--- src/rtl/mem_port_arbiter.sv ---
// Round-robin arbiter sharing one main-memory port between the icache (read-only)
// and the dcache (read/write), with fixed read/write latencies and a one-cycle done pulse.
//
// state  | meaning
// IDLE   | waiting for i_req/d_req, grants on the edge leaving this state
// ACCESS | mem_en held with latched address/we/wdata for LAT cycles
// DONE   | done pulse to the granted requester, last_grant updated
module mem_port_arbiter #(
  parameter int ADDR_W     = 32,
  parameter int DATA_W     = 32,
  parameter int RD_LATENCY = 4,
  parameter int WR_LATENCY = 5
) (
  input  logic              clk,
  input  logic              reset,
  input  logic              i_req,
  input  logic [ADDR_W-1:0] i_addr,
  output logic [DATA_W-1:0] i_rdata,
  output logic              i_done,
  input  logic              d_req,
  input  logic              d_we,
  input  logic [ADDR_W-1:0] d_addr,
  input  logic [DATA_W-1:0] d_wdata,
  output logic [DATA_W-1:0] d_rdata,
  output logic              d_done,
  output logic              mem_en,
  output logic              mem_we,
  output logic [ADDR_W-1:0] mem_addr,
  output logic [DATA_W-1:0] mem_wdata,
  input  logic [DATA_W-1:0] mem_rdata,
  output logic              busy
);

  localparam int MAX_LAT = (RD_LATENCY > WR_LATENCY) ? RD_LATENCY : WR_LATENCY;
  localparam int CW      = $clog2(MAX_LAT + 1);
  localparam logic [CW-1:0] RD_LOAD = CW'(RD_LATENCY - 1);
  localparam logic [CW-1:0] WR_LOAD = CW'(WR_LATENCY - 1);

  typedef enum logic [1:0] {IDLE, ACCESS, DONE} state_t;

  state_t        state;
  logic [CW-1:0] cnt;
  logic          gnt_d;
  logic          last_d;
  logic          pick_d;

  // On a tie the requester that was not served last wins.
  assign pick_d = d_req & (~i_req | ~last_d);

  always_ff @(posedge clk) begin
    if (reset) begin
      state     <= IDLE;
      cnt       <= '0;
      gnt_d     <= 1'b0;
      last_d    <= 1'b0;
      i_rdata   <= '0;
      d_rdata   <= '0;
      i_done    <= 1'b0;
      d_done    <= 1'b0;
      mem_en    <= 1'b0;
      mem_we    <= 1'b0;
      mem_addr  <= '0;
      mem_wdata <= '0;
      busy      <= 1'b0;
    end else begin
      i_done <= 1'b0;
      d_done <= 1'b0;
      case (state)
        IDLE: begin
          if (i_req | d_req) begin
            gnt_d  <= pick_d;
            mem_en <= 1'b1;
            busy   <= 1'b1;
            state  <= ACCESS;
            if (pick_d) begin
              mem_addr  <= d_addr;
              mem_we    <= d_we;
              mem_wdata <= d_wdata;
              cnt       <= d_we ? WR_LOAD : RD_LOAD;
            end else begin
              mem_addr  <= i_addr;
              mem_we    <= 1'b0;
              mem_wdata <= '0;
              cnt       <= RD_LOAD;
            end
          end
        end
        ACCESS: begin
          if (cnt == '0) begin
            mem_en <= 1'b0;
            mem_we <= 1'b0;
            state  <= DONE;
            // mem_we still holds the latched direction of this transfer
            if (!mem_we) begin
              if (gnt_d) d_rdata <= mem_rdata;
              else       i_rdata <= mem_rdata;
            end
            if (gnt_d) d_done <= 1'b1;
            else       i_done <= 1'b1;
          end else begin
            cnt <= cnt - CW'(1);
          end
        end
        DONE: begin
          last_d <= gnt_d;
          busy   <= 1'b0;
          state  <= IDLE;
        end
        default: state <= IDLE;
      endcase
    end
  end

endmodule

--- config.mk ---
export PLATFORM = sky130hd
export DESIGN_NAME = mem_port_arbiter
export DESIGN_NICKNAME = d
export VERILOG_FILES = /design/src/rtl/mem_port_arbiter.sv
export SDC_FILE = /design/constraint.sdc
export NUM_CORES = 1
export LEC_CHECK = 0
export BUFFER_PORTS_ARGS = -buffer_cell sky130_fd_sc_hd__buf_2
export CAP_MARGIN = 20
export CORE_AREA = 2 2 110 123
export CTS_CLUSTER_SIZE = 8
export DETAILED_ROUTE_END_ITERATION = 12
export DIE_AREA = 0 0 112 125
export PLACE_DENSITY = 0.81
export SETUP_SLACK_MARGIN = 0.1
export SYNTH_ARGS = -nofsm -noshare
export SYNTH_HDL_FRONTEND = slang
export SYNTH_SLANG_ARGS = --single-unit
--- constraint.sdc ---
create_clock -name clk -period 3.51 [get_ports clk]
set_input_delay 0.702 -clock clk [delete_from_list [all_inputs] [get_ports clk]]
set_output_delay 0.702 -clock clk [all_outputs]
set_load 0.02 [all_outputs]
==> reports/metrics.cfg, run 1 <==
[timing]
finalSetupViolations = 0
whs_ps = 457
finalSetupTns_ps = 0
tightest_slew_ps = 1060
slew_headroom_pct = 29.3
period_minus_slack_ps = 2280
finClkSkew_ps = 7.35
final.setup.worst_slack_ps = 1230
hold_viol = 0
finalMaxSlewViolations = 0
finalCritPeriodShare_pct = 65.0
grt_setup_unrepaired = no
fmax_ghz = 0.438

[setup_path]
startpoint_type = flop
criticalPathCategory = flop to flop
cp.arrival_ps = 2540
reg2reg_depth = 7
crit_required_ps = 3760
worstReg2RegEnd = i_rdata[17]$_SDFFE_PP0P_
crit_fanout = 36
r2r_start = cnt[0]$_SDFFE_PP0P_
cp-end-kind = flop
r2r_slack_ps = 1230

[global_route]
grt_pass1_wl_um = 27400
grt_max_degree = 76
antenna_found_initial = 0
met3_usage_pct = 5.38
overflow = 0
grt.total_usage_pct = 23.7
grt_busiest_layer = met2
gr-usage-met1_pct = 30.0
grt_pass1_vias = 5614
grtUsageMet2_pct = 40.3

[clock_network]
postCtsHoldBufs = 0
root_buffer = clkbuf_16
cts.sinks = 140
cts_buffers = 17
cts_setup_buffers = 0
cts_tree = done
clock_latency_ps = 400
clk_pin_slew_ps = 60
h-tree-depth = 4
clock_path_buffers = 2
cts_resized = 0

[synth]
synth_top_area_share_pct = 49.7
syn_area_um2 = 5640
syn-instance-count = 690
yosysWarnings = 0
synth_edf_count = 0
syn_nets = 825
synth_xor_area_share_pct = 0
synth-seq-cells = 140
syn_area_per_cell_um2 = 8.18
synth_compound_area_share_pct = 27.0
synth_simple_gate_area_share_pct = 16.4
synthTopCellsByArea = dfxtp_1, a21oi_1, o21ai_0
synth_top_flop_cell = dfxtp_1
synthMuxAreaShare_pct = 0.177
synth-adder-area-share_pct = 0.444
yosysSeqAreaShare_pct = 49.7
yosys.area.top_type = dfxtp_1
synth_cell_types = 35
async_flop_share_pct = 0
synth_top_family_by_area = compound AO/OA/AOI/OAI gates

[drt]
drt_iter0_markers = 533
wl_per_cell_um = 16.1
drt_pass1_iterations = 4
drc_errors = 0
routed_wl_um = 17400
drtAntennaViolNets = 0
via_count = 6034
drt-vias-per-instance = 5.60

[cells_and_area]
area_growth_pct = 34.5
finalNetCount = 1039
drive_gt1_share_pct = 34.7
num_antenna_cells = 0

[pwr]
leakage_nw = 3.34
vdd_ir_drop_max_v = 0.000394
p_per_area_nw_per_um2 = 671

[placed_design]
place_congestion = 0.795
dp_slack_ps = 1150
port_buffers = 265
dp.final_hpwl_um = 11400

[die]
placementRows = 44
die_width_um = 112
die_area_um2 = 14000
design.core.area_um2 = 12900
start_util_pct = 43.8
fp.dieH_um = 125
ios = 266

[worst_hold_path]
min_from = mem_en$_SDFFE_PP0P_
worstHoldPathType = flop to flop
worst_hold_path.num_cells = 2
holdPathEnd = mem_en$_SDFFE_PP0P_

[outcome]
status = finished, final reports clean

[flow_run]
drv_cap = 0

==> Yosys cell counts, types with 6 or more instances <==
| master | number |
|---|---|
| a311oi_1 | 32 |
| dfxtp_1 | 140 |
| nand4_1 | 32 |
| nand2_1 | 68 |
| nor2_1 | 6 |
| clkbuf_1 | 47 |
| buf_2 | 23 |
| nand3_1 | 65 |
| o21ai_0 | 95 |
| a21oi_1 | 131 |
| buf_1 | 10 |
| inv_1 | 6 |
==> layout by cell type, fill, tap and decap left out, types with 6 or more instances in the layout <==
master	instances
a311oi_1	32
clkbuf_16	17
nand4_1	32
dfxtp_1	139
nand3_1	65
buf_2	264
nand2_1	68
inv_1	6
buf_4	9
o21ai_0	95
a21oi_1	131
==> logic make-up after synthesis <==
kind of cell               Yosys count
buffers and inverters               87
and+or+nand+nor                    189
AOI/OAI and AO/OA                  271
adders and majority gates            2
muxes                                1
DFF                                140
==> stage by stage <==
stage / power [mW] / std cells / util (%) / cell area, µm²
after floorplan: 2.84 / 690 / - / 5640
after CTS: 5.13 / 1078 / 58.9 / 7590
after global routing: 5.34 / 1078 / 58.9 / 7590
after detailed placement: 3.27 / 1046 / 54.1 / 6970
final: 5.09 / 1078 / 58.9 / 7590
after global placement: 3.26 / 1046 / 54.1 / 6970
==> state kept, by name, summed over array words and instances (netlist names), 2 cells and up <==
signal     cells
state          2
i_rdata       32
cnt            3
mem_wdata     32
mem_addr      32
d_rdata       32
==> critical path, cell delays in order (launching register included) <==
cell and delay (ps):
dfxtp_1 320, inv_1 60, ha_1 150, ha_1 240, nand4bb_2 560, buf_4 480
o21ai_0 220, a21oi_1 100
==> layout make-up <==
class	count	area (µm²)
fillers	1174	5290
flip-flops and latches	140	2800
multi-input cells	463	2510
repair buffers	275	1430
clock buffers	20	457
well taps	161	201
clock inverters	12	160
inverters	7	26.3
==> worst max path at each step <==
stage / start / end / depth (start not counted)
global route: cnt[0]$_SDFFE_PP0P_ / d_rdata[24]$_SDFFE_PP0P_ / 7
floorplan: d_req / mem_we$_SDFFE_PP0P_ / 4
CTS: cnt[0]$_SDFFE_PP0P_ / i_rdata[26]$_SDFFE_PP0P_ / 7
detailed placement: i_req / mem_we$_SDFFE_PP0P_ / 4
global placement: i_req / mem_we$_SDFFE_PP0P_ / 4
finish: cnt[0]$_SDFFE_PP0P_ / i_rdata[17]$_SDFFE_PP0P_ / 7
==> layer usage <==
metal / wire, µm / vias up / share of wire, %
met2: 8480 / 278 / 49
met5: 0 / - / 0
met3: 1240 / 21 / 7.2
li1: - / 2930 / -
met1: 7310 / 2805 / 42
met4: 330 / 0 / 1.9
==> report_power, final <==
group | leakage, nW | switching (mW) | total (mW) | internal [mW]
registers | 1.14 | 0.113 | 1.91 | 1.79
logic | 1.89 | 0.903 | 1.34 | 0.433
clock network | 0.307 | 0.687 | 1.85 | 1.17
Note: power is estimated with default switching activity, not from simulation.
==> run 2, diff against run 1 <==
==> constraint.sdc (replaced) <==
create_clock -name clk -period 2.1 [get_ports clk]
set_input_delay 0.42 -clock clk [delete_from_list [all_inputs] [get_ports clk]]
set_output_delay 0.42 -clock clk [all_outputs]
set_load 0.02 [all_outputs]
==> reports/metrics.cfg, run 2 (same netlist as run 1, synthesis figures left out) <==
[worst_hold_path]
min_from = d_wdata[1]
worst_hold_path.num_cells = 3
worstHoldPathType = input port to flop
holdPathEnd = mem_wdata[1]$_SDFFE_PP0P_

[timing]
finalCritPeriodShare_pct = 82.4
finalSetupViolations = 0
whs_ps = 257
finalMaxSlewViolations = 0
hold_viol = 0
fmax_ghz = 0.578
finalSetupTns_ps = 0
grt_setup_unrepaired = no
tightest_slew_ps = 621
slew_headroom_pct = 58.6
finClkSkew_ps = 7.21
period_minus_slack_ps = 1730
final.setup.worst_slack_ps = 369

[clock_network]
cts.sinks = 140
h-tree-depth = 4
root_buffer = clkbuf_16
postCtsHoldBufs = 0
cts_buffers = 17
clk_pin_slew_ps = 60
cts_resized = 0
cts_tree = done
clock_path_buffers = 2
cts_setup_buffers = 0
clock_latency_ps = 410

[global_route]
gr-usage-met1_pct = 30.1
grt_max_degree = 78
grtUsageMet2_pct = 39.3
grt.total_usage_pct = 23.6
overflow = 0
grt_pass1_vias = 5492
grt_pass1_wl_um = 27200
grt_busiest_layer = met2
antenna_found_initial = 0
met3_usage_pct = 5.82

[drt]
routed_wl_um = 17300
drtAntennaViolNets = 0
drt-vias-per-instance = 5.55
via_count = 6002
wl_per_cell_um = 15.9
drt_iter0_markers = 653
drc_errors = 0
drt_pass1_iterations = 5

[cells_and_area]
area_growth_pct = 35.0
final_common_cell = buf_2
drive_gt1_share_pct = 34.9
finalNetCount = 1043
layout_common_cells = buf_2, dfxtp_1, a21oi_1
fill_cells = 1213
num_antenna_cells = 0

[setup_path]
crit_fanout = 64
worstReg2RegEnd = i_rdata[28]$_SDFFE_PP0P_
reg2reg_depth = 7
r2r_slack_ps = 370
criticalPathCategory = flop to flop
cp-end-kind = flop
cp.arrival_ps = 2060
crit_required_ps = 2430
r2r_start = cnt[0]$_SDFFE_PP0P_
startpoint_type = flop

[die]
start_util_pct = 43.8
design.core.area_um2 = 12900
placementRows = 44
ios = 266
fp.dieH_um = 125
die_width_um = 112
die_area_um2 = 14000

[pwr]
vdd_ir_drop_max_v = 0.000602
leakage_nw = 3.34
p_per_area_nw_per_um2 = 1100

[outcome]
status = finished, final reports clean

[placed_design]
dp.final_hpwl_um = 11100
place_congestion = 0.829
dp_slack_ps = 436
port_buffers = 265

[flow_run]
drv_cap = 0

[run 2: cell count changes in the layout (fill, tap and decap cells not counted), sizes merged]
cell | before | now
buf | 275 | 279
clkinvlp | 0 | 4
clkinv | 6 | 3
bufinv | 3 | 2
inv | 10 | 11
clkbuf | 20 | 19
[run 2: per-layer routing]
layer / up-vias / wire length [µm]
met5: - / 0
met4: 0 / 293
met3: 22 / 1350
met2: 258 / 8470
met1: 2782 / 7150
li1: 2940 / -
[run 2: how the worst max path moves through the flow]
stage                   startpoint                  endpoint
2_1_floorplan  cnt[0]$_SDFFE_PP0P_   d_rdata[2]$_SDFFE_PP0P_
3_3_place_gp   cnt[0]$_SDFFE_PP0P_   d_rdata[1]$_SDFFE_PP0P_
3_5_place_dp   cnt[0]$_SDFFE_PP0P_  i_rdata[27]$_SDFFE_PP0P_
4_1_cts        cnt[0]$_SDFFE_PP0P_  i_rdata[28]$_SDFFE_PP0P_
5_1_grt        cnt[0]$_SDFFE_PP0P_  i_rdata[28]$_SDFFE_PP0P_
6_report       cnt[0]$_SDFFE_PP0P_  i_rdata[28]$_SDFFE_PP0P_
[run 2: area by class of cell]
cell class / count / area [µm²] / share of cell area (%)
clock buffers: 19 / 433 / 5.69
clock inverters: 13 / 140 / 1.84
inverters: 7 / 26.3 / 0.345
multi-input cells: 463 / 2510 / 33.0
flip-flops and latches: 140 / 2800 / 36.8
well taps: 161 / 201 / 2.65
repair buffers: 279 / 1500 / 19.7
[run 2: through the flow]
step	std cells	power, mW	utilization (%)	area (µm²)
after floorplan	690	4.74	-	5640
after global placement	1050	5.49	54.7	7040
after detailed placement	1050	5.52	54.7	7040
after CTS	1082	8.43	59.1	7610
after global routing	1082	8.82	59.1	7610
final	1082	8.38	59.1	7610
[run 2: where the power goes]
group / internal (mW) / switching [mW] / total [mW] / leakage, nW
sequential: 3.00 / 0.179 / 3.17 / 1.14
clock: 1.75 / 1.15 / 2.91 / 0.271
combinational: 0.775 / 1.52 / 2.29 / 1.93
[run 2: worst max-delay path, stage by stage, from the launching register on]
cell      delay [ps]
dfxtp_1          320
inv_1             60
ha_1             150
ha_1             240
and4bb_2         280
buf_12           250
nand3_1          130
a21oi_1          190
==> run 3, diff against run 2 <==
==> constraint.sdc (replaced) <==
create_clock -name clk -period 1.65 [get_ports clk]
set_input_delay 0.33 -clock clk [delete_from_list [all_inputs] [get_ports clk]]
set_output_delay 0.33 -clock clk [all_outputs]
set_load 0.02 [all_outputs]
==> reports/metrics.cfg, run 3 (same netlist as run 1, synthesis figures left out) <==
[outcome]
status = finished, final reports clean

[clock_network]
cts_tree = done
h-tree-depth = 4
cts_buffers = 17
postCtsHoldBufs = 0
clock_path_buffers = 2
clk_pin_slew_ps = 60
clock_latency_ps = 400
cts.sinks = 140
root_buffer = clkbuf_16

[setup_path]
reg2reg_depth = 8
crit_required_ps = 1980
startpoint_type = flop
worstReg2RegEnd = i_rdata[1]$_SDFFE_PP0P_
r2r_start = cnt[0]$_SDFFE_PP0P_
criticalPathCategory = flop to flop
crit_fanout = 15
r2r_slack_ps = 110
cp.arrival_ps = 1870
cp-end-kind = flop

[timing]
finalSetupTns_ps = 0
grt_setup_unrepaired = yes
finalCritPeriodShare_pct = 93.2
finClkSkew_ps = 6.83
whs_ps = 179
finalMaxSlewViolations = 0
hold_viol = 0
tightest_slew_ps = 571
slew_headroom_pct = 61.6
fmax_ghz = 0.650
finalSetupViolations = 0
period_minus_slack_ps = 1540

[global_route]
grt_pass1_wl_um = 27000
grt_pass1_vias = 5666
grt_max_degree = 76
grt.total_usage_pct = 23.4
antenna_found_initial = 0
overflow = 0

[drt]
via_count = 6089
drt_pass1_iterations = 5
drtAntennaViolNets = 0
wl_per_cell_um = 16.1
drt-vias-per-instance = 5.58
drc_errors = 0
drt_iter0_markers = 577
routed_wl_um = 17600

[pwr]
vdd_ir_drop_max_v = 0.000776
leakage_nw = 3.44
p_per_area_nw_per_um2 = 1390

[die]
start_util_pct = 43.8
design.core.area_um2 = 12900
die_area_um2 = 14000
fp.dieH_um = 125
ios = 266
placementRows = 44
die_width_um = 112

[worst_hold_path]
worstHoldPathType = input port to flop
worst_hold_path.num_cells = 3
holdPathEnd = d_rdata[29]$_SDFFE_PP0P_
min_from = mem_rdata[29]

[placed_design]
place_congestion = 0.832
port_buffers = 265
dp.final_hpwl_um = 11500

[cells_and_area]
drive_gt1_share_pct = 37.0
final_common_cell = buf_2
num_antenna_cells = 0
layout_common_cells = buf_2, dfxtp_1, a21oi_1
area_growth_pct = 39.8
finalNetCount = 1054
postLayoutCoreUtil_pct = 61.2

[flow_run]
drv_cap = 0

## run 3: changes by cell type in the layout (fill, tap and decap cells not counted), moves of 3 or more
cell / before / now
buf_12: 5 / 11
inv_6: 4 / 1
nand3_1: 65 / 62
o21ai_0: 95 / 92
o21ai_1: 2 / 5
## run 3: worst max-delay path by stage
stage / from / endpoint / slack [ps]
2_1_floorplan: cnt[0]$_SDFFE_PP0P_ / i_rdata[25]$_SDFFE_PP0P_ / 120
3_3_place_gp: state[1]$_SDFFE_PP0P_ / mem_addr[4]$_SDFFE_PP0P_ / -230
3_5_place_dp: cnt[0]$_SDFFE_PP0P_ / cnt[1]$_SDFFE_PP0P_ / -40
4_1_cts: cnt[1]$_SDFFE_PP0P_ / i_rdata[17]$_SDFFE_PP0P_ / 80
5_1_grt: cnt[0]$_SDFFE_PP0P_ / d_rdata[9]$_SDFFE_PP0P_ / 30
6_report: cnt[0]$_SDFFE_PP0P_ / i_rdata[1]$_SDFFE_PP0P_ / 110
## run 3: layout make-up
cell class | instances | area (µm²)
Multi-Input combinational cell | 463 | 2590
Clock inverter | 10 | 119
Clock buffer | 20 | 447
Inverter | 7 | 26.3
Timing Repair Buffer | 290 | 1700
Tap cell | 161 | 201
Sequential cell | 140 | 2810
Fill cell | 1196 | 4990
## run 3: timing repair
item                                    CTS  global route
pin swaps                                 2             1
endpoints found under the setup margin   68            68
setup buffers                             0             2
gates resized for setup                   5            17
cloned                                    0             2
endpoints found under the hold margin     0             0
## run 3: power breakdown
part | internal, mW | total (mW) | switching [mW]
Combinational | 1.27 | 3.35 | 2.08
Sequential | 3.82 | 4.03 | 0.209
Clock | 2.25 | 3.62 | 1.37
## run 3: metal layers
metal	track usage (%)	wire length, µm
met1	28.6	6980
met3	5.77	1340
met2	40.1	8820
met4	8.90	442
met5	0	0
## run 3: critical path: stages (launching register included)
cell       delay (ps)
dfxtp_2           330
inv_2              70
ha_4              130
ha_4              150
and4bb_4          290
buf_12            130
clkbuf_16         160
nand3_1            80
a21oi_1           130
## run 3: metrics by stage
| stage | setup slack, ps | total power, mW | instances | instance area (µm²) |
|---|---|---|---|---|
| 6_report | 112 | 11.0 | 1091 | 7890 |
| 4_1_cts | 83.5 | 10.9 | 1087 | 7750 |
| 3_3_place_gp | -233 | 7.10 | 1056 | 7150 |
| 3_5_place_dp | -41.4 | 7.18 | 1057 | 7160 |
| 2_1_floorplan | 119 | 6.05 | 690 | 5650 |
| 5_1_grt | 31.8 | 11.5 | 1091 | 7890 |
